<file path="src/rtl/axis_bram_reader_pkg.sv">
// -----------------------------------------------------------------------------
// axis_bram_reader_pkg
// Shared types and sizing helpers for the BRAM-to-AXI4-Stream reader.
//   state_e       : reader FSM encoding (IDLE / ISSUE / DRAIN)
//   fifo_depth()  : output FIFO depth; one slot per read that can be in flight
//                   plus one so issue can continue while the head waits.
//   credit_width(): width of a counter that must hold 0..fifo_depth.
// -----------------------------------------------------------------------------
package axis_bram_reader_pkg;

    typedef enum logic [1:0] {
        IDLE  = 2'd0,
        ISSUE = 2'd1,
        DRAIN = 2'd2
    } state_e;

    function automatic int fifo_depth(input int read_latency);
        return read_latency + 1;
    endfunction

    function automatic int credit_width(input int read_latency);
        return $clog2(fifo_depth(read_latency) + 1);
    endfunction

endpackage

</file>
<file path="src/rtl/axis_bram_reader_if.sv">
// -----------------------------------------------------------------------------
// Bus interfaces used by axis_bram_reader.
//   axis_bram_reader_if      : AXI4-Stream beat (tdata/tvalid/tready/tlast).
//                              master = stream source, slave = stream sink.
//   axis_bram_reader_bram_if : BRAM read port (clk/rst/en/addr/rddata).
//                              master = reader, slave = memory.
// -----------------------------------------------------------------------------
interface axis_bram_reader_if #(
    parameter int DATA_WIDTH = 32
) ();
    logic [DATA_WIDTH-1:0] tdata;
    logic                  tvalid;
    logic                  tready;
    logic                  tlast;

    modport master (output tdata, output tvalid, output tlast, input tready);
    modport slave  (input tdata, input tvalid, input tlast, output tready);
endinterface

interface axis_bram_reader_bram_if #(
    parameter int ADDR_WIDTH = 10,
    parameter int DATA_WIDTH = 32
) ();
    logic                  clk;
    logic                  rst;
    logic                  en;
    logic [ADDR_WIDTH-1:0] addr;
    logic [DATA_WIDTH-1:0] rddata;

    modport master (output clk, output rst, output en, output addr, input rddata);
    modport slave  (input clk, input rst, input en, input addr, output rddata);
endinterface

</file>
<file path="src/rtl/axis_bram_reader_fifo.sv">
// -----------------------------------------------------------------------------
// axis_bram_reader_fifo
// Small register FIFO holding {last, data} words returned by the BRAM.
// Ports:
//   aclk, areset : clock, asynchronous active-high reset
//   push, din    : write request / word (dropped if full with no pop)
//   pop          : read request (ignored while empty)
//   dout         : head word, meaningful only while !empty
//   empty, full  : occupancy flags; push+pop in the same cycle when full is legal
// -----------------------------------------------------------------------------
module axis_bram_reader_fifo #(
    parameter int WIDTH = 33,
    parameter int DEPTH = 2
) (
    input  logic             aclk,
    input  logic             areset,
    input  logic             push,
    input  logic [WIDTH-1:0] din,
    input  logic             pop,
    output logic [WIDTH-1:0] dout,
    output logic             empty,
    output logic             full
);

    localparam int PW = (DEPTH > 1) ? $clog2(DEPTH) : 1;
    localparam int CW = $clog2(DEPTH + 1);
    localparam logic [PW-1:0] LAST_PTR = PW'(DEPTH - 1);
    localparam logic [CW-1:0] FULL_CNT = CW'(DEPTH);

    logic [WIDTH-1:0] mem_q [DEPTH];
    logic [PW-1:0]    wr_ptr_q;
    logic [PW-1:0]    rd_ptr_q;
    logic [CW-1:0]    count_q;
    logic             do_push;
    logic             do_pop;

    // Pointers wrap explicitly because DEPTH need not be a power of two.
    function automatic logic [PW-1:0] next_ptr(input logic [PW-1:0] p);
        return (p == LAST_PTR) ? '0 : p + 1'b1;
    endfunction

    assign empty   = (count_q == '0);
    assign full    = (count_q == FULL_CNT);
    assign do_pop  = pop & ~empty;
    assign do_push = push & (~full | do_pop);
    assign dout    = mem_q[rd_ptr_q];

    always_ff @(posedge aclk or posedge areset) begin
        if (areset) begin
            wr_ptr_q <= '0;
            rd_ptr_q <= '0;
            count_q  <= '0;
        end else begin
            if (do_push) wr_ptr_q <= next_ptr(wr_ptr_q);
            if (do_pop)  rd_ptr_q <= next_ptr(rd_ptr_q);
            if (do_push && !do_pop)      count_q <= count_q + 1'b1;
            else if (!do_push && do_pop) count_q <= count_q - 1'b1;
        end
    end

    // NOTE: storage is deliberately left out of reset; empty/count gate every
    // use of it, so resetting it would only add reset fan-out for nothing.
    always_ff @(posedge aclk) begin
        if (do_push) mem_q[wr_ptr_q] <= din;
    end

endmodule

</file>
<file path="src/rtl/axis_bram_reader.sv">
// -----------------------------------------------------------------------------
// axis_bram_reader
// Streams BRAM addresses 0..cfg_data out as AXI4-Stream beats, tlast on the
// beat for address cfg_data. Reads are issued only when a FIFO slot is
// guaranteed (credit scheme), so backpressure never drops or repeats words.
//
// Ports:
//   aclk, areset      : clock, asynchronous active-high reset
//   cfg_data          : last address to read, sampled on an accepted start
//   start             : one-cycle pulse, ignored while busy
//   busy              : high from the accepted start until the tlast handshake
//   sts_data          : next address to be issued
//   m_axis            : AXI4-Stream master (tdata/tvalid/tready/tlast)
//   bram_porta        : BRAM read port; rddata valid BRAM_READ_LATENCY
//                       cycles after en
//
// AXIS_TDATA_WIDTH must equal BRAM_DATA_WIDTH; BRAM_READ_LATENCY is 1 or 2.
//
// Build option AXIS_BRAM_READER_CONTINUOUS_EN: after issuing the last address
// the reader wraps to 0, re-samples cfg_data and keeps streaming until reset.
// -----------------------------------------------------------------------------
module axis_bram_reader
    import axis_bram_reader_pkg::*;
#(
    parameter int AXIS_TDATA_WIDTH  = 32,
    parameter int BRAM_DATA_WIDTH   = 32,
    parameter int BRAM_ADDR_WIDTH   = 10,
    parameter int BRAM_READ_LATENCY = 1
) (
    input  logic                       aclk,
    input  logic                       areset,
    input  logic [BRAM_ADDR_WIDTH-1:0] cfg_data,
    input  logic                       start,
    output logic                       busy,
    output logic [BRAM_ADDR_WIDTH-1:0] sts_data,
    axis_bram_reader_if.master         m_axis,
    axis_bram_reader_bram_if.master    bram_porta
);

    localparam int DEPTH = fifo_depth(BRAM_READ_LATENCY);
    localparam int CW    = credit_width(BRAM_READ_LATENCY);
    localparam logic [CW-1:0] CREDIT_MAX = CW'(DEPTH);

    state_e                     state_q, state_d;
    logic [BRAM_ADDR_WIDTH-1:0] addr_q, addr_d;
    logic [BRAM_ADDR_WIDTH-1:0] last_addr_q, last_addr_d;
    logic [CW-1:0]              credit_q;
    logic [BRAM_READ_LATENCY-1:0] pipe_vld_q;
    logic [BRAM_READ_LATENCY-1:0] pipe_last_q;

    logic                       issue;
    logic                       issue_last;
    logic                       can_issue;
    logic                       pop;
    logic                       fifo_push;
    logic                       fifo_empty;
    logic                       fifo_full;
    logic [BRAM_DATA_WIDTH:0]   fifo_dout;
    logic                       head_last;
    logic [AXIS_TDATA_WIDTH-1:0] head_data;

    // A pop frees a slot this very cycle, so a full credit count may still
    // issue when the head is being accepted; this keeps 1 beat/cycle.
    assign pop       = m_axis.tvalid & m_axis.tready;
    assign can_issue = (credit_q < CREDIT_MAX) | pop;

    // NOTE: every signal written here gets a default first so no path leaves
    // it unassigned; otherwise synthesis would infer a latch.
    always_comb begin
        state_d     = state_q;
        addr_d      = addr_q;
        last_addr_d = last_addr_q;
        issue       = 1'b0;
        issue_last  = 1'b0;
        unique case (state_q)
            IDLE: begin
                if (start) begin
                    last_addr_d = cfg_data;
                    addr_d      = '0;
                    state_d     = ISSUE;
                end
            end
            ISSUE: begin
                if (can_issue) begin
                    issue      = 1'b1;
                    issue_last = (addr_q == last_addr_q);
                    addr_d     = addr_q + 1'b1;
                    if (issue_last) begin
`ifdef AXIS_BRAM_READER_CONTINUOUS_EN
                        addr_d      = '0;
                        last_addr_d = cfg_data;
`else
                        state_d     = DRAIN;
`endif
                    end
                end
            end
            DRAIN: begin
                if (pop && head_last) state_d = IDLE;
            end
            default: state_d = IDLE;
        endcase
    end

    // NOTE: state registers use non-blocking assignments so every flop samples
    // pre-edge values regardless of statement order.
    always_ff @(posedge aclk or posedge areset) begin
        if (areset) begin
            state_q     <= IDLE;
            addr_q      <= '0;
            last_addr_q <= '0;
            credit_q    <= '0;
            pipe_vld_q  <= '0;
            pipe_last_q <= '0;
        end else begin
            state_q     <= state_d;
            addr_q      <= addr_d;
            last_addr_q <= last_addr_d;
            if (issue && !pop)      credit_q <= credit_q + 1'b1;
            else if (!issue && pop) credit_q <= credit_q - 1'b1;
            // In-flight tracker: the entry leaves the last stage exactly when
            // the BRAM presents the matching rddata.
            pipe_vld_q[0]  <= issue;
            pipe_last_q[0] <= issue_last;
            for (int i = 1; i < BRAM_READ_LATENCY; i++) begin
                pipe_vld_q[i]  <= pipe_vld_q[i-1];
                pipe_last_q[i] <= pipe_last_q[i-1];
            end
        end
    end

    assign fifo_push = pipe_vld_q[BRAM_READ_LATENCY-1];

    axis_bram_reader_fifo #(
        .WIDTH (BRAM_DATA_WIDTH + 1),
        .DEPTH (DEPTH)
    ) u_fifo (
        .aclk   (aclk),
        .areset (areset),
        .push   (fifo_push),
        .din    ({pipe_last_q[BRAM_READ_LATENCY-1], bram_porta.rddata}),
        .pop    (m_axis.tready),
        .dout   (fifo_dout),
        .empty  (fifo_empty),
        .full   (fifo_full)
    );

    assign head_last = fifo_dout[BRAM_DATA_WIDTH];
    assign head_data = fifo_dout[BRAM_DATA_WIDTH-1:0];

    assign m_axis.tvalid = ~fifo_empty;
    assign m_axis.tdata  = head_data;
    assign m_axis.tlast  = ~fifo_empty & head_last;

    assign bram_porta.clk  = aclk;
    assign bram_porta.rst  = areset;
    assign bram_porta.en   = issue;
    assign bram_porta.addr = addr_q;

    assign busy     = (state_q != IDLE);
    assign sts_data = addr_q;

endmodule

</file>
<file path="src/flat_wrapper.sv">
// flat-port wrapper written by rule: the top's interface ports become plain ports
module axis_bram_reader_flat import axis_bram_reader_pkg::*;
#(
    parameter int AXIS_TDATA_WIDTH  = 32,
    parameter int BRAM_DATA_WIDTH   = 32,
    parameter int BRAM_ADDR_WIDTH   = 10,
    parameter int BRAM_READ_LATENCY = 1
)
  (aclk, areset, cfg_data, start, busy, sts_data, m_axis_tdata, m_axis_tvalid, m_axis_tlast, m_axis_tready, bram_porta_clk, bram_porta_rst, bram_porta_en, bram_porta_addr, bram_porta_rddata);
  axis_bram_reader_if #(.DATA_WIDTH(32)) m_axis_i ();
  axis_bram_reader_bram_if #(.ADDR_WIDTH(10), .DATA_WIDTH(32)) bram_porta_i ();
  input  logic aclk;
  input  logic areset;
  input  logic [BRAM_ADDR_WIDTH-1:0] cfg_data;
  input  logic start;
  output logic busy;
  output logic [BRAM_ADDR_WIDTH-1:0] sts_data;
  output wire logic [$bits(m_axis_i.tdata)-1:0] m_axis_tdata;
  output wire logic [$bits(m_axis_i.tvalid)-1:0] m_axis_tvalid;
  output wire logic [$bits(m_axis_i.tlast)-1:0] m_axis_tlast;
  input wire logic [$bits(m_axis_i.tready)-1:0] m_axis_tready;
  output wire logic [$bits(bram_porta_i.clk)-1:0] bram_porta_clk;
  output wire logic [$bits(bram_porta_i.rst)-1:0] bram_porta_rst;
  output wire logic [$bits(bram_porta_i.en)-1:0] bram_porta_en;
  output wire logic [$bits(bram_porta_i.addr)-1:0] bram_porta_addr;
  input wire logic [$bits(bram_porta_i.rddata)-1:0] bram_porta_rddata;
  assign m_axis_tdata = m_axis_i.tdata;
  assign m_axis_tvalid = m_axis_i.tvalid;
  assign m_axis_tlast = m_axis_i.tlast;
  assign m_axis_i.tready = m_axis_tready;
  assign bram_porta_clk = bram_porta_i.clk;
  assign bram_porta_rst = bram_porta_i.rst;
  assign bram_porta_en = bram_porta_i.en;
  assign bram_porta_addr = bram_porta_i.addr;
  assign bram_porta_i.rddata = bram_porta_rddata;
  axis_bram_reader #(.AXIS_TDATA_WIDTH(AXIS_TDATA_WIDTH), .BRAM_DATA_WIDTH(BRAM_DATA_WIDTH), .BRAM_ADDR_WIDTH(BRAM_ADDR_WIDTH), .BRAM_READ_LATENCY(BRAM_READ_LATENCY)) u_core (.aclk(aclk), .areset(areset), .cfg_data(cfg_data), .start(start), .busy(busy), .sts_data(sts_data), .m_axis(m_axis_i), .bram_porta(bram_porta_i));
endmodule
</file>
<file path="config.mk">
export PLATFORM = sky130hd
export DESIGN_NAME = axis_bram_reader_flat
export DESIGN_NICKNAME = d
export VERILOG_FILES = /design/src/rtl/axis_bram_reader_pkg.sv /design/src/rtl/axis_bram_reader_if.sv /design/src/rtl/axis_bram_reader_fifo.sv /design/src/rtl/axis_bram_reader.sv /design/src/flat_wrapper.sv
export SDC_FILE = /design/constraint.sdc
export NUM_CORES = 1
export LEC_CHECK = 0
export ABC_AREA = 1
export CORE_MARGIN = 2
export CORE_UTILIZATION = 49
export CTS_BUF_LIST = sky130_fd_sc_hd__clkbuf_4 sky130_fd_sc_hd__clkbuf_8 sky130_fd_sc_hd__clkbuf_16
export DETAILED_ROUTE_END_ITERATION = 8
export PLACE_DENSITY = 0.8
export SLEW_MARGIN = 10
export SYNTH_ARGS = -nofsm -noshare
export SYNTH_HDL_FRONTEND = slang
export SYNTH_SLANG_ARGS = --single-unit
</file>
<file path="constraint.sdc">
create_clock -name aclk -period 3.3 [get_ports aclk]
set_input_delay 0.66 -clock aclk [delete_from_list [all_inputs] [get_ports aclk]]
set_output_delay 0.66 -clock aclk [all_outputs]
set_load 0.02 [all_outputs]
</file>
======== Yosys cells after proc, flatten, opt, wreduce, memory -nomap -nowiden ========
Memory sizes are Yosys's and may differ from the RTL's.
Cells that the tools add are included.
Widths: inputs -> output; s select.
word-level totals
  memories kept ........................... 1
  RAM bits ................................ 66
  bits in registers ....................... 30
cells by class
  $lt $le $gt $ge ......................... 1
  reductions and logical operators ........ 17
  bitwise gates (word level) .............. 7
  equality and inequality tests ........... 8
  multiplexer cells ....................... 20
  add/sub/neg operators ................... 7
memory list
  memory               depth  bits a word  rd ports  clocked after memory_dff  wr ports  RTL line                     RTL
  u_core.u_fifo.mem_q  2      33           1         0                         1         axis_bram_reader_fifo.sv:30  logic [WIDTH-1:0] mem_q [DEPTH];
operators by type and width
  operator               count
  $mux 10                2
  $pmux 10 s2            1
  $mux 2                 8
  $add 10x1->10 const B  1
  $eq 10x10->1           1
  $mux 1                 8
  $reduce_bool 2->1      4
  $ne 2x1->1 const B     3
  $pmux 2 s3             1
  $logic_and 1x1->1      5
  $add 2x1->2 const B    2
  $eq 2x2->1 const B     2
  $logic_not 2->1        2
  $reduce_and 4->1       1
  $sub 2x1->2 const B    2
  $and 1x1->1            3
  $logic_not 1->1        3
  $reduce_and 3->1       1
  $add 1x1->1 const B    2
  $eq 2x1->1 const B     1
  $lt 2x2->1 const B     1
  $ne 2x2->1 const B     1
  $not 1->1              2
  $or 1x1->1             2
  $reduce_and 2->1       1

======== Longest topological paths before layout ========
  word-level depth ........................ 10
  mapped depth ............................ 9

======== By module ========
Synthesis repeated with hierarchy kept, for this count alone.
unflattened totals
  cells, all modules ...................... 401
  area total of the unflattened synthesis .. 4174.0 um^2
by module, submodules not included
  module                 cells each  area each (um^2)  times used
  axis_bram_reader_fifo  207         2658.8            1
  axis_bram_reader       194         1515.2            1

==> impl_metrics.env <==
export IMPL_clkTransAtPathRegs_ns=0.09
export IMPL_grt_max_degree=33
export IMPL_ctsResizeCount=0
export IMPL_grtUsageTotal=0.190
export IMPL_slew_headroom=0.704
export IMPL_drv_slew=0
export IMPL_viasPerCell=5.00
export IMPL_arrival_ns=2.40
export IMPL_hold_viol=0
export IMPL_cp_common_cell="clkbuf_8"
export IMPL_tightestPinTransition_ns=0.444
export IMPL_seqCellArea_mm2=0.00273
export IMPL_setup_tns_ns=0
export IMPL_tritoncts="done"
export IMPL_ir_drop_mv=0.459
export IMPL_multi_input_area_mm2=0.00117
export IMPL_fp_row_count=33
export IMPL_leakage_nw=2.18
export IMPL_final_nets=491
export IMPL_slowest_stage="clkdlybuf4s50_1"
export IMPL_synthXorXnorAreaFrac=0.0188
export IMPL_grt_pass1_wl_um=13200
export IMPL_setup_viol=0
export IMPL_holdBufCountCts=0
export IMPL_status="complete, no violations"
export IMPL_fillers=633
export IMPL_worst_setup_path_start_kind="clock port"
export IMPL_die_y_um=96.4
export IMPL_rsz0062_at_grt="no"
export IMPL_layout_common_cells="103 x clkdlybuf4s50_1, 66 x edfxtp_1, 60 x nand2_1, 35 x inv_1, 33 x mux2_2"
export IMPL_post_cts_setup_buffers=0
export IMPL_drv_cap=0
export IMPL_routabilityCongestion=0.811
export IMPL_drc=0
export IMPL_synth_compound_area_frac=0.0362
export IMPL_ant_nets=0
export IMPL_final_common_cell="clkdlybuf4s50_1"
export IMPL_synth_avg_cell_area_um2=12.3
export IMPL_grt_pass1_vias=2706
export IMPL_vias=2760
export IMPL_dp_hpwl_um=5810
export IMPL_synthMuxAreaShare=0.0923
export IMPL_wire_per_inst_um=15.2
export IMPL_cp_required_ns=2.64
export IMPL_seq_area_frac_synth=0.653
export IMPL_endpoint_kind="output port"
export IMPL_dr_pass1_iters=4
export IMPL_diodes=0
export IMPL_cp_cell_sequence="clkbuf_8, clkbuf_8, clkdlybuf4s50_1"
export IMPL_ys_types=27
export IMPL_async_flop_share=0.313
export IMPL_hp_class="register to register"
export IMPL_clk_latency_ns=0.46
export IMPL_drt_wl_total_um=8390
export IMPL_antenna_found_initial=0
export IMPL_final_cell_area_mm2=0.00553
export IMPL_synth_edff_count=66
export IMPL_synth_seq_cells=96
export IMPL_die_area_mm2=0.00930
export IMPL_drive_gt1_frac=0.174
export IMPL_path_class="clock port to output port"
export IMPL_skew_ns=0.0129
export IMPL_portBuffers=103
export IMPL_synthToLayoutAreaGrowth_pct=32.0
export IMPL_synth_nets=389
export IMPL_ys_dominant_reg_cell="edfxtp_1"
export IMPL_core_mm2=0.00826
export IMPL_gr_total_overflow=0
export IMPL_worst_path_max_fanout=2
export IMPL_slowest_delay_ns=0.52
export IMPL_synth_warnings=0
export IMPL_synth_top_family_by_area="simple AND/OR/NAND/NOR gates"
export IMPL_die_w_um=96.4
export IMPL_synth_area_mm2=0.00419
export IMPL_ioPinCount=104
export IMPL_start_util=0.507
export IMPL_synth_fa_ha_area_frac=0.00896
export IMPL_synthSimpleGateAreaFrac=0.120
export IMPL_synthCells=340
export IMPL_dpl_instance_area_mm2=0.00529
export IMPL_drt_iter0_drc=101
export IMPL_power_density_mw_per_mm2=489
[kinds of logic after synthesis]
logic type      count (synthesis)
flops                          96
simple gates                  111
mux                            34
buf+inv                        61
fa+ha+maj                       3
compound gates                 26
xor+xnor                        9
[stage by stage]
step	hold slack [ns]	setup WS (ns)	cells	total power [mW]	util
after floorplan	0.420	0.610	340	1.70	-
after global placement	0.422	0.482	533	1.85	0.641
after detailed placement	0.438	0.482	533	1.87	0.641
after CTS	0.468	0.235	552	2.72	0.669
after global routing	0.473	0.218	552	2.82	0.669
final	0.460	0.243	552	2.70	0.669
[synth_stat cells, types with 3 or more instances]
cell type,number,area [µm²]
nand2_1,60,225
ha_1,3,37.5
nor2_1,23,86.3
o21ai_0,5,25.0
xnor2_1,6,52.6
nor2_2,3,18.8
edfxtp_1,66,1980
o21ai_1,3,15.0
xor2_1,3,26.3
dfrtp_1,30,751
inv_1,35,131
nand4_1,5,31.3
mux2_2,33,372
a21oi_1,12,60.1
buf_4,13,97.6
inv_2,6,22.5
o21ai_2,5,43.8
buf_2,6,30.0
nand3_1,15,75.1
[path summary, 6_finish.rpt]
kind	start	end	slack, ns	depth (start not counted)
setup / recovery	aclk	bram_porta_clk	0.24	3
hold / removal	u_core.pipe_last_q	u_core.u_fifo.mem_q[0][32]	0.46	0
setup reg to reg	u_core.u_fifo.count_q[0]	u_core.credit_q[1]	1.51	8
hold reg to reg	u_core.pipe_last_q	u_core.u_fifo.mem_q[0][32]	0.46	0
max in group asynchronous	areset	u_core.bram_porta.addr[2]	2.41	3
min in group asynchronous	areset	u_core.last_addr_q[1]	0.60	3
[power breakdown]
| part | internal [mW] | leakage (nW) | switching (mW) |
|---|---|---|---|
| Clock | 0.450 | 0.127 | 0.448 |
| Combinational | 0.202 | 1.08 | 0.206 |
| Sequential | 1.34 | 0.972 | 0.0535 |
| Total | 2.00 | 2.18 | 0.707 |
[area by class of cell]
| type | instances | share of cell area |
|---|---|---|
| Sequential cell | 96 | 0.494 |
| Multi-Input combinational cell | 183 | 0.212 |
| Timing Repair Buffer | 106 | 0.195 |
| Clock buffer | 13 | 0.0317 |
| Inverter | 42 | 0.0308 |
| Tap cell | 105 | 0.0238 |
| Clock inverter | 7 | 0.0127 |
[routing by layer]
layer	GRT usage	up-vias	share of wire
met2	0.316	82	0.49
met4	0.0704	0	0.013
met3	0.0566	10	0.074
li1	-	1340	-
met5	0	-	0
met1	0.237	1328	0.42
[state kept, by name (all words and copies together) (netlist names)]
name / flops
u_core.pipe_last_q: 1
u_core.bram_porta.addr: 10
u_core.u_fifo.mem_q: 66
u_core.u_fifo.rd_ptr_q: 1
u_core.last_addr_q: 10
u_core.credit_q: 2
u_core.state_q: 2
u_core.fifo_push: 1
u_core.u_fifo.wr_ptr_q: 1
u_core.u_fifo.count_q: 2
[worst max-delay path, delay by kind of cell]
| family | cells | cell delay (ns) |
|---|---|---|
| buffers and inverters | 3 | 0.75 |
Power figures use the tool's default switching activity.
